--- src/rtl/md_pkg.sv ---
// ============================================================================
// md_pkg : decode constants, md op encodings, FSM states, latency helper
// Rev 1.0 : initial release
// ============================================================================
`default_nettype none

package md_pkg;

   localparam logic [5:0] OPC_SPECIAL  = 6'b000000;
   localparam logic [5:0] OPC_SPECIAL2 = 6'b011100;

   localparam logic [5:0] FN_MULTU = 6'b011001;
   localparam logic [5:0] FN_MULT  = 6'b011000;
   localparam logic [5:0] FN_DIVU  = 6'b011011;
   localparam logic [5:0] FN_DIV   = 6'b011010;
   localparam logic [5:0] FN_MFHI  = 6'b010000;
   localparam logic [5:0] FN_MFLO  = 6'b010010;
   localparam logic [5:0] FN_MTHI  = 6'b010001;
   localparam logic [5:0] FN_MTLO  = 6'b010011;
   localparam logic [5:0] FN_MSUB  = 6'b000100;

   localparam logic [2:0] MD_MULTU = 3'd0;
   localparam logic [2:0] MD_MULT  = 3'd1;
   localparam logic [2:0] MD_DIVU  = 3'd2;
   localparam logic [2:0] MD_DIV   = 3'd3;
   localparam logic [2:0] MD_MSUB  = 3'd4;
   localparam logic [2:0] MD_NONE  = 3'd7;

   typedef enum logic [0:0] {
      ST_IDLE = 1'b0,
      ST_RUN  = 1'b1
   } md_state_e;

   function automatic logic md_is_div(input logic [2:0] op);
      return (op == MD_DIVU) || (op == MD_DIV);
   endfunction

   function automatic int unsigned md_latency(input logic [2:0]  op,
                                              input int unsigned mult_lat,
                                              input int unsigned div_lat);
      return md_is_div(op) ? div_lat : mult_lat;
   endfunction

endpackage

`default_nettype wire

--- src/rtl/md_issue_ctrl_if.sv ---
// ============================================================================
// md_issue_ctrl_if : pipeline-side bundle of the md issue/hazard controller
// Rev 1.0 : initial release
// ============================================================================
`default_nettype none

interface md_issue_ctrl_if;
   logic [31:0] ir_e;
   logic [31:0] ir_d;
   logic        div_zero_e;
   logic        md_start;
   logic [2:0]  md_op;
   logic        res_we;
   logic        hi_we;
   logic        lo_we;
   logic        busy;
   logic        stall_d;

   modport master (
      output ir_e, ir_d, div_zero_e,
      input  md_start, md_op, res_we, hi_we, lo_we, busy, stall_d
   );

   modport slave (
      input  ir_e, ir_d, div_zero_e,
      output md_start, md_op, res_we, hi_we, lo_we, busy, stall_d
   );
endinterface

`default_nettype wire

--- src/rtl/md_decode.sv ---
// ============================================================================
// md_decode : classifies an instruction word for the md unit and HI/LO access
// Rev 1.0 : initial release
// ============================================================================
`default_nettype none

module md_decode
   import md_pkg::*;
(
   input  wire logic [31:0] ir_i,
   output logic      [2:0]  md_op_o,
   output logic             is_hilo_use_o,
   output logic             is_mthi_o,
   output logic             is_mtlo_o
);

   logic [5:0] w_opc;
   logic [5:0] w_fn;
   logic       w_rd_hilo;
   logic       w_unused_fields;

   assign w_opc           = ir_i[31:26];
   assign w_fn            = ir_i[5:0];
   assign w_unused_fields = ^ir_i[25:6];

   always_comb begin
      md_op_o   = MD_NONE;
      w_rd_hilo = 1'b0;
      is_mthi_o = 1'b0;
      is_mtlo_o = 1'b0;
      if (w_opc == OPC_SPECIAL) begin
         case (w_fn)
            FN_MULTU:         md_op_o   = MD_MULTU;
            FN_MULT:          md_op_o   = MD_MULT;
            FN_DIVU:          md_op_o   = MD_DIVU;
            FN_DIV:           md_op_o   = MD_DIV;
            FN_MFHI, FN_MFLO: w_rd_hilo = 1'b1;
            FN_MTHI:          is_mthi_o = 1'b1;
            FN_MTLO:          is_mtlo_o = 1'b1;
            default:          ;
         endcase
      end else if ((w_opc == OPC_SPECIAL2) && (w_fn == FN_MSUB)) begin
         md_op_o = MD_MSUB;
      end
   end

   assign is_hilo_use_o = (md_op_o != MD_NONE) | w_rd_hilo | is_mthi_o | is_mtlo_o;

endmodule

`default_nettype wire

--- src/rtl/md_issue_ctrl.sv ---
// ============================================================================
// md_issue_ctrl : issues md ops, times their latency, drives HI/LO writes
//                 and stalls D-stage HI/LO users while the unit is busy
// Rev 1.0 : initial release
// ============================================================================
`default_nettype none

module md_issue_ctrl #(
   parameter int unsigned MULT_LAT = 5,
   parameter int unsigned DIV_LAT  = 10,
   parameter int unsigned CNT_W    = 4
) (
   input  wire logic        clk,
   input  wire logic        rst,
   md_issue_ctrl_if.slave   md
);
   import md_pkg::*;

   md_state_e        state_q, state_d;
   logic [CNT_W-1:0] cnt_q, cnt_d;
   logic [2:0]       op_q, op_d;
   logic             dz_q, dz_d;

   logic [2:0]       w_e_op;
   logic             w_e_mthi, w_e_mtlo, w_e_use;
   logic [2:0]       w_d_op;
   logic             w_d_mthi, w_d_mtlo, w_d_use;
   logic             w_unused_dec;

   logic             w_start, w_res_we, w_hi_we, w_lo_we, w_busy;
   logic [2:0]       w_md_op;

   md_decode u_dec_e (
      .ir_i          (md.ir_e),
      .md_op_o       (w_e_op),
      .is_hilo_use_o (w_e_use),
      .is_mthi_o     (w_e_mthi),
      .is_mtlo_o     (w_e_mtlo)
   );

   md_decode u_dec_d (
      .ir_i          (md.ir_d),
      .md_op_o       (w_d_op),
      .is_hilo_use_o (w_d_use),
      .is_mthi_o     (w_d_mthi),
      .is_mtlo_o     (w_d_mtlo)
   );

   assign w_unused_dec = ^{w_e_use, w_d_op, w_d_mthi, w_d_mtlo};

   always_ff @(posedge clk) begin
      if (!rst) begin
         state_q <= ST_IDLE;
         cnt_q   <= '0;
         op_q    <= MD_NONE;
         dz_q    <= 1'b0;
      end else begin
         state_q <= state_d;
         cnt_q   <= cnt_d;
         op_q    <= op_d;
         dz_q    <= dz_d;
      end
   end

   // Outputs are forced quiet while rst is low so a held reset never issues.
   always_comb begin
      state_d  = state_q;
      cnt_d    = cnt_q;
      op_d     = op_q;
      dz_d     = dz_q;
      w_start  = 1'b0;
      w_md_op  = MD_NONE;
      w_res_we = 1'b0;
      w_hi_we  = 1'b0;
      w_lo_we  = 1'b0;
      if (rst) begin
         case (state_q)
            ST_IDLE: begin
               w_md_op = w_e_op;
               w_hi_we = w_e_mthi;
               w_lo_we = w_e_mtlo;
               if (w_e_op != MD_NONE) begin
                  w_start = 1'b1;
                  state_d = ST_RUN;
                  op_d    = w_e_op;
                  cnt_d   = CNT_W'(md_latency(w_e_op, MULT_LAT, DIV_LAT));
                  dz_d    = md_is_div(w_e_op) & md.div_zero_e;
               end
            end
            ST_RUN: begin
               w_md_op = op_q;
               cnt_d   = cnt_q - CNT_W'(1);
               if (cnt_q == CNT_W'(1)) begin
                  w_res_we = !dz_q;
                  state_d  = ST_IDLE;
               end
            end
            default: state_d = ST_IDLE;
         endcase
      end
   end

   assign w_busy = w_start | (rst & (state_q == ST_RUN));

   assign md.md_start = w_start;
   assign md.md_op    = w_md_op;
   assign md.res_we   = w_res_we;
   assign md.hi_we    = w_hi_we;
   assign md.lo_we    = w_lo_we;
   assign md.busy     = w_busy;
   assign md.stall_d  = w_busy & w_d_use;

endmodule

`default_nettype wire
--- src/flat_wrapper.sv ---
// flat-port wrapper written by rule: the top's interface ports become plain ports
module md_issue_ctrl_flat import md_pkg::*;
#(
   parameter int unsigned MULT_LAT = 5,
   parameter int unsigned DIV_LAT  = 10,
   parameter int unsigned CNT_W    = 4
)
  (clk, rst, md_ir_e, md_ir_d, md_div_zero_e, md_md_start, md_md_op, md_res_we, md_hi_we, md_lo_we, md_busy, md_stall_d);
  md_issue_ctrl_if md_i ();
  input  wire logic clk;
  input  wire logic rst;
  input wire logic [$bits(md_i.ir_e)-1:0] md_ir_e;
  input wire logic [$bits(md_i.ir_d)-1:0] md_ir_d;
  input wire logic [$bits(md_i.div_zero_e)-1:0] md_div_zero_e;
  output wire logic [$bits(md_i.md_start)-1:0] md_md_start;
  output wire logic [$bits(md_i.md_op)-1:0] md_md_op;
  output wire logic [$bits(md_i.res_we)-1:0] md_res_we;
  output wire logic [$bits(md_i.hi_we)-1:0] md_hi_we;
  output wire logic [$bits(md_i.lo_we)-1:0] md_lo_we;
  output wire logic [$bits(md_i.busy)-1:0] md_busy;
  output wire logic [$bits(md_i.stall_d)-1:0] md_stall_d;
  assign md_i.ir_e = md_ir_e;
  assign md_i.ir_d = md_ir_d;
  assign md_i.div_zero_e = md_div_zero_e;
  assign md_md_start = md_i.md_start;
  assign md_md_op = md_i.md_op;
  assign md_res_we = md_i.res_we;
  assign md_hi_we = md_i.hi_we;
  assign md_lo_we = md_i.lo_we;
  assign md_busy = md_i.busy;
  assign md_stall_d = md_i.stall_d;
  md_issue_ctrl #(.MULT_LAT(MULT_LAT), .DIV_LAT(DIV_LAT), .CNT_W(CNT_W)) u_core (.clk(clk), .rst(rst), .md(md_i));
endmodule
--- config.mk ---
export PLATFORM = sky130hd
export DESIGN_NAME = md_issue_ctrl_flat
export DESIGN_NICKNAME = d
export VERILOG_FILES = /design/src/rtl/md_pkg.sv /design/src/rtl/md_issue_ctrl_if.sv /design/src/rtl/md_decode.sv /design/src/rtl/md_issue_ctrl.sv /design/src/flat_wrapper.sv
export SDC_FILE = /design/constraint.sdc
export NUM_CORES = 1
export LEC_CHECK = 0
export CAP_MARGIN = 30
export CORE_MARGIN = 10
export CORE_UTILIZATION = 32
export CTS_BUF_LIST = sky130_fd_sc_hd__clkbuf_4
export CTS_CLUSTER_SIZE = 28
export DETAILED_ROUTE_END_ITERATION = 8
export GPL_ROUTABILITY_DRIVEN = 0
export MAX_ROUTING_LAYER = met4
export PLACE_DENSITY = 0.86
export SYNTH_ARGS = -nofsm -noshare
export SYNTH_HDL_FRONTEND = slang
export SYNTH_HIERARCHICAL = 1
export SYNTH_SLANG_ARGS = --single-unit
export TNS_END_PERCENT = 100
--- constraint.sdc ---
create_clock -name clk -period 4.4 [get_ports clk]
set_clock_uncertainty 0.05 [all_clocks]
set_input_delay 0.88 -clock clk [delete_from_list [all_inputs] [get_ports clk]]
set_output_delay 0.88 -clock clk [all_outputs]
set_load 0.05 [all_outputs]
# Yosys cells after proc, flatten, opt, wreduce, memory -nomap -nowiden
# Cells that the tools add are included.
op_classes:
  add_sub_neg: 1
  n_mul: 0
  div: 0
  magnitude_cmp: 0
  eq_ne: 24
  shift: 0
  muxes: 33
  n_bitwise: 8
  n_reduce_logical: 8
ops:
  columns: ["cell", "n"]
  rows:
  - ["== test 6 x 5 -> 1 bit, second input constant", 16]
  - ["one-hot mux 3 bit (4 select lines)", 2]
  - ["2-to-1 mux 1 bit", 21]
  - ["== test 6 x 3 -> 1 bit, second input constant", 2]
  - ["logical NOT 6 bit", 2]
  - ["2-to-1 mux 3 bit", 3]
  - ["2-to-1 mux 4 bit", 2]
  - ["one-hot mux 4 bit (2 select lines)", 1]
  - ["== test 3 x 2 -> 1 bit, second input constant", 2]
  - ["inequality test 3 bit, second input constant", 2]
  - ["one-hot mux 3 bit (2 select lines)", 1]
  - ["== test 4 x 1 -> 1 bit, second input constant", 1]
  - ["2-to-1 mux 2 bit", 2]
  - ["OR 1 bit", 4]
  - ["subtractor 4 x 1 -> 4 bit, second input constant", 1]
  - ["bitwise AND 1 bit", 3]
  - ["logical AND 1 bit", 2]
  - ["inequality test 2 x 1 -> 1 bit, second input constant", 1]
  - ["one-hot mux 1 bit (2 select lines)", 1]
  - ["AND reduction 2 bit", 1]
  - ["OR reduction 2 bit", 1]
  - ["logical NOT 1 bit", 1]
  - ["logical OR 1 bit", 1]
  - ["inverter 1 bit", 1]
word_totals:
  register_bits: 9
  latchBits: 0
  ramBits: 0
  romBits: 0
  inputBits: 67
  out_inout_bits: 9
  wordCells: 78
  n_memories: 0

# Logic depth before layout (Yosys ltp)
depth:
  ltp_word: 10
  mapped_depth: 7

# By module
# The synthesis kept the hierarchy.
modules_own_cells:
  columns: ["mod", "instances", "cells_per_inst", "area_each_um2"]
  rows:
  - ["md_issue_ctrl", 1, 67, 536.8]
  - ["md_decode", 2, 16, 115.1]

# Worst setup path after synthesis
# No wires, ideal clock.
synth_path:
  kind: "in2out"
  from: "input port md_ir_e[27]"
  to: "output port md_md_start"
  arrival_time_ns: 2.576
  required_ns: 3.470
  setup_slack_ns: 0.894
  path_stages: 4
  cell_sequence: "nor3_4 > nand4_1 > o21a_1 > a31oi_1"
synth_between:
  elab_cells_between_ends: 9
  cone_classes: "2 x eq/ne; 5 x mux; 2 x reduce/logical"
synth_rtl:
  columns: ["item", "line", "rtl"]
  rows:
  - ["start: declaration", "flat_wrapper.sv:12", "input wire logic [$bits(md_i.ir_e)-1:0] md_ir_e;"]
  - ["logical NOT 6 bit", "md_decode.sv:31", "if (w_opc == OPC_SPECIAL) begin"]
  - ["2-to-1 mux 3 bit", "md_decode.sv:31", null]
  - ["net u_core.w_e_op[2]", "md_issue_ctrl.sv:24", "logic [2:0] w_e_op;"]
  - ["inequality test 3 bit", "md_issue_ctrl.sv:82", "if (w_e_op != MD_NONE) begin"]
  - ["2-to-1 mux 1 bit", "md_issue_ctrl.sv:82", null]
  - ["2-to-1 mux 1 bit", "md_issue_ctrl.sv:77", "case (state_q)"]
  - ["2-to-1 mux 1 bit", "md_issue_ctrl.sv:76", "if (rst) begin"]
  - ["end: declaration", "flat_wrapper.sv:15", "output wire logic [$bits(md_i.md_start)-1:0] md_md_start;"]
# The timed path passes the listed nets, and every way through them passes these cells.

# Worst setup path in the final report
layout_path:
  from: "input port md_ir_e[0]"
  to: "output port md_md_op[0]"
layout_between:
  elab_chain_cells: 6
  elab_cells_between_ends: 11
  cone_classes: "5 x eq/ne; 5 x mux; 1 x reduce/logical"
layout_rtl:
  columns: ["item", "line", "rtl"]
  rows:
  - ["branches (longest 3 deep; another with == test 6 x 5 -> 1 bit)", null, null]
  - ["2-to-1 mux 3 bit *", "md_decode.sv:31", null]
  - ["net u_core.w_e_op[0]", "md_issue_ctrl.sv:24", null]
  - ["one-hot mux 3 bit (2 select lines) *", "md_issue_ctrl.sv:77", null]
  - ["2-to-1 mux 3 bit *", "md_issue_ctrl.sv:76", null]
  - ["end: declaration", "flat_wrapper.sv:16", "output wire logic [$bits(md_i.md_op)-1:0] md_md_op;"]
# Mark *: on every way through the listed nets, which the timed path passes.

==> metrics <==
R2R Path Start=u_core/state_q; depth of the CTS H-tree=1; peak supply drop=between 0.00015 and 0.0002 V; syn_nets=160; Crit Path Category=in -> out; I/O Buffers=35; Non-Filler Instances=~160; fmax=roughly 250 MHz; fin area=around 1200 µm²; initial antenna violation count=0; startpoint class of the critical path=primary input; Placed Instance Area=~1100 µm²; ANT nets after route=0; Syn Inst Count=slightly above 90; post-route clock period utilization=between 90 and 100%; Worst Max-Slew Pin Slew=0.544 ns; Bufs and invs on worst path=3; Post-Syn Area=between 700 and 800 µm²; CP Capture Type=primary output; row cnt=17; TritonCTS buffer count=3; register area=180 µm²; Area growth syn-to-layout=59.2%; Initial DRC Count=22; final number of hold-violating endpoints=0; HP Class=reg -> reg; Pre-antenna DRT Iters=4; Reg2Reg Depth=3; status=completed; Hold Crit Endpoint=u_core/cnt_q[3]; Vias/cell=~5.1; Worst path max stage delay=about 0.83 ns; postcts setup bufs=0; Reg-to-Reg End=u_core/cnt_q[2]; Avg WL per Cell=around 15 µm; WHS Path Cells=2; GR Util All Layers=approximately 10%; Max-slew headroom=a little under two thirds; Antenna diodes=0; share of layout cells above drive strength 1=14.7%; Ports=between 70 and 80; first-pass GRT wire length=~3400 µm; GRT overflow=0; min-delay src=u_core/cnt_q[3]; width of the die=approximately 68 µm; max cap viols=0; most frequent CP cell=clkdlybuf4s50_1; number of nets in the layout=199; Fin Setup TNS=0 ns; Final Max Tran Viols=0; clock latency at the later pin of the worst-skew pair=between 0.2 and 0.3 ns; CTS tree=done; syn_area_per_cell=approximately 7.9 µm²; crit-path cells=clkdlybuf4s50_1 > and4b_1 > nand4_1 > o21a_1 > inv_2 > o211ai_1 > clkdlybuf4s50_1; # DRC=0; clk slew on worst S/H paths=around 0.05 ns; RSZ-0062 raised after global routing=false; placed instance count=roughly 150; Final setup viols=0; CTS Sinks=9; Hold Buf Count CTS=0; footprint of the multi-input gates=slightly below 500 µm²; CP max FO=7; Ys Warns=6; Filler cells=just under 200; vias in the first global route=between 700 and 800; Die Span Y=between 60 and 70 µm; hpwl dp=approximately 1900 µm; WP data required=between 3 and 4 ns; clock tree buffer depth=2; Arr. time, crit path=~3.1 ns; largest net degree at the start of global routing=20; final WL=2280 µm; Total Die Area=~4600 µm²; Starting Density=between 30% and 40%; Crit path max-delay family=buffers and inverters; post-cts sizing count=0; CTS Root Cell=clkbuf_4; fin crit period=between 4 and 5 ns; Slowest-stage cell, CP=clkdlybuf4s50_1; flop2flop setup slack=between 2 and 3 ns; Leak=around 0.43 nW; Via Count=around 800; pwr dens=approximately 160 nW/µm²; area of the core=2190 µm²
-- cell usage in the layout (no fill, tap or decap), types with 2 or more instances in the layout --
cell	instances
a21oi_1	5
and2_1	2
and4b_1	2
buf_12	2
buf_4	3
clkbuf_4	4
clkdlybuf4s50_1	32
dfxtp_1	9
ha_1	2
inv_1	7
nand2_1	6
nand3_1	4
nand4_1	3
nor2_1	6
nor2b_1	5
nor3_1	4
nor3_2	2
nor3_4	2
nor3b_2	2
o21a_1	3
o21ai_0	6
o22ai_1	2
-- worst max-delay path by stage --
stage           startpoint          end  depth (start not counted)
6_report        md_ir_e[0]  md_md_op[0]                          7
5_1_grt         md_ir_e[0]  md_md_op[0]                          7
4_1_cts         md_ir_e[0]  md_md_op[0]                          7
2_1_floorplan  md_ir_e[27]  md_md_start                          4
3_3_place_gp    md_ir_e[0]  md_md_op[0]                          7
3_5_place_dp    md_ir_e[0]  md_md_op[0]                          7
-- metal layers --
layer / up-vias / wire [µm] / share of wire, % / GRT usage, %
li1: 410 / - / - / -
met1: 369 / 823 / 36 / 9.18
met2: 15 / 1330 / 58 / 18.7
met3: 4 / 96 / 4.2 / 3.97
met4: 0 / 31 / 1.4 / 2.31
met5: - / 0 / 0 / -
-- cell type report --
class                           count  area share [%]
Clock buffer                        4            2.61
Inverter                            8            2.61
Multi-Input combinational cell     71            42.8
Sequential cell                     9            15.7
Tap cell                           28            3.04
Timing Repair Buffer               37            33.3
-- registers in the layout (all words and copies together), names as in the netlist --
signal	count
u_core/dz_q	1
u_core/op_q	3
u_core/state_q	1
u_core/cnt_q	4
-- where the power goes --
group / leakage (nW) / switching (mW) / internal (mW)
sequential: 0.0726 / 0.000347 / 0.0818
combinational: 0.342 / 0.0137 / 0.0259
clock: 0.0184 / 0.0267 / 0.0410
total: 0.433 / 0.0408 / 0.149
-- worst min-delay path: cells and delay by family (launching register included) --
kind / cells / cell delay (ns)
AOI/OAI and AO/OA: 1 / 0.05
buffers and inverters: 1 / 0.05
DFF: 1 / 0.32
-- through the flow --
stage / setup WS (ns) / util (%) / power (mW) / hold WS [ns]
after floorplan: 0.894 / - / 0.0926 / 0.385
after global placement: 0.409 / 51.2 / 0.122 / 0.399
after detailed placement: 0.337 / 51.2 / 0.124 / 0.409
after CTS: 0.339 / 52.5 / 0.193 / 0.418
after global routing: 0.264 / 52.5 / 0.201 / 0.434
final: 0.344 / 52.5 / 0.189 / 0.414
Note: power is estimated with default switching activity, not from simulation.
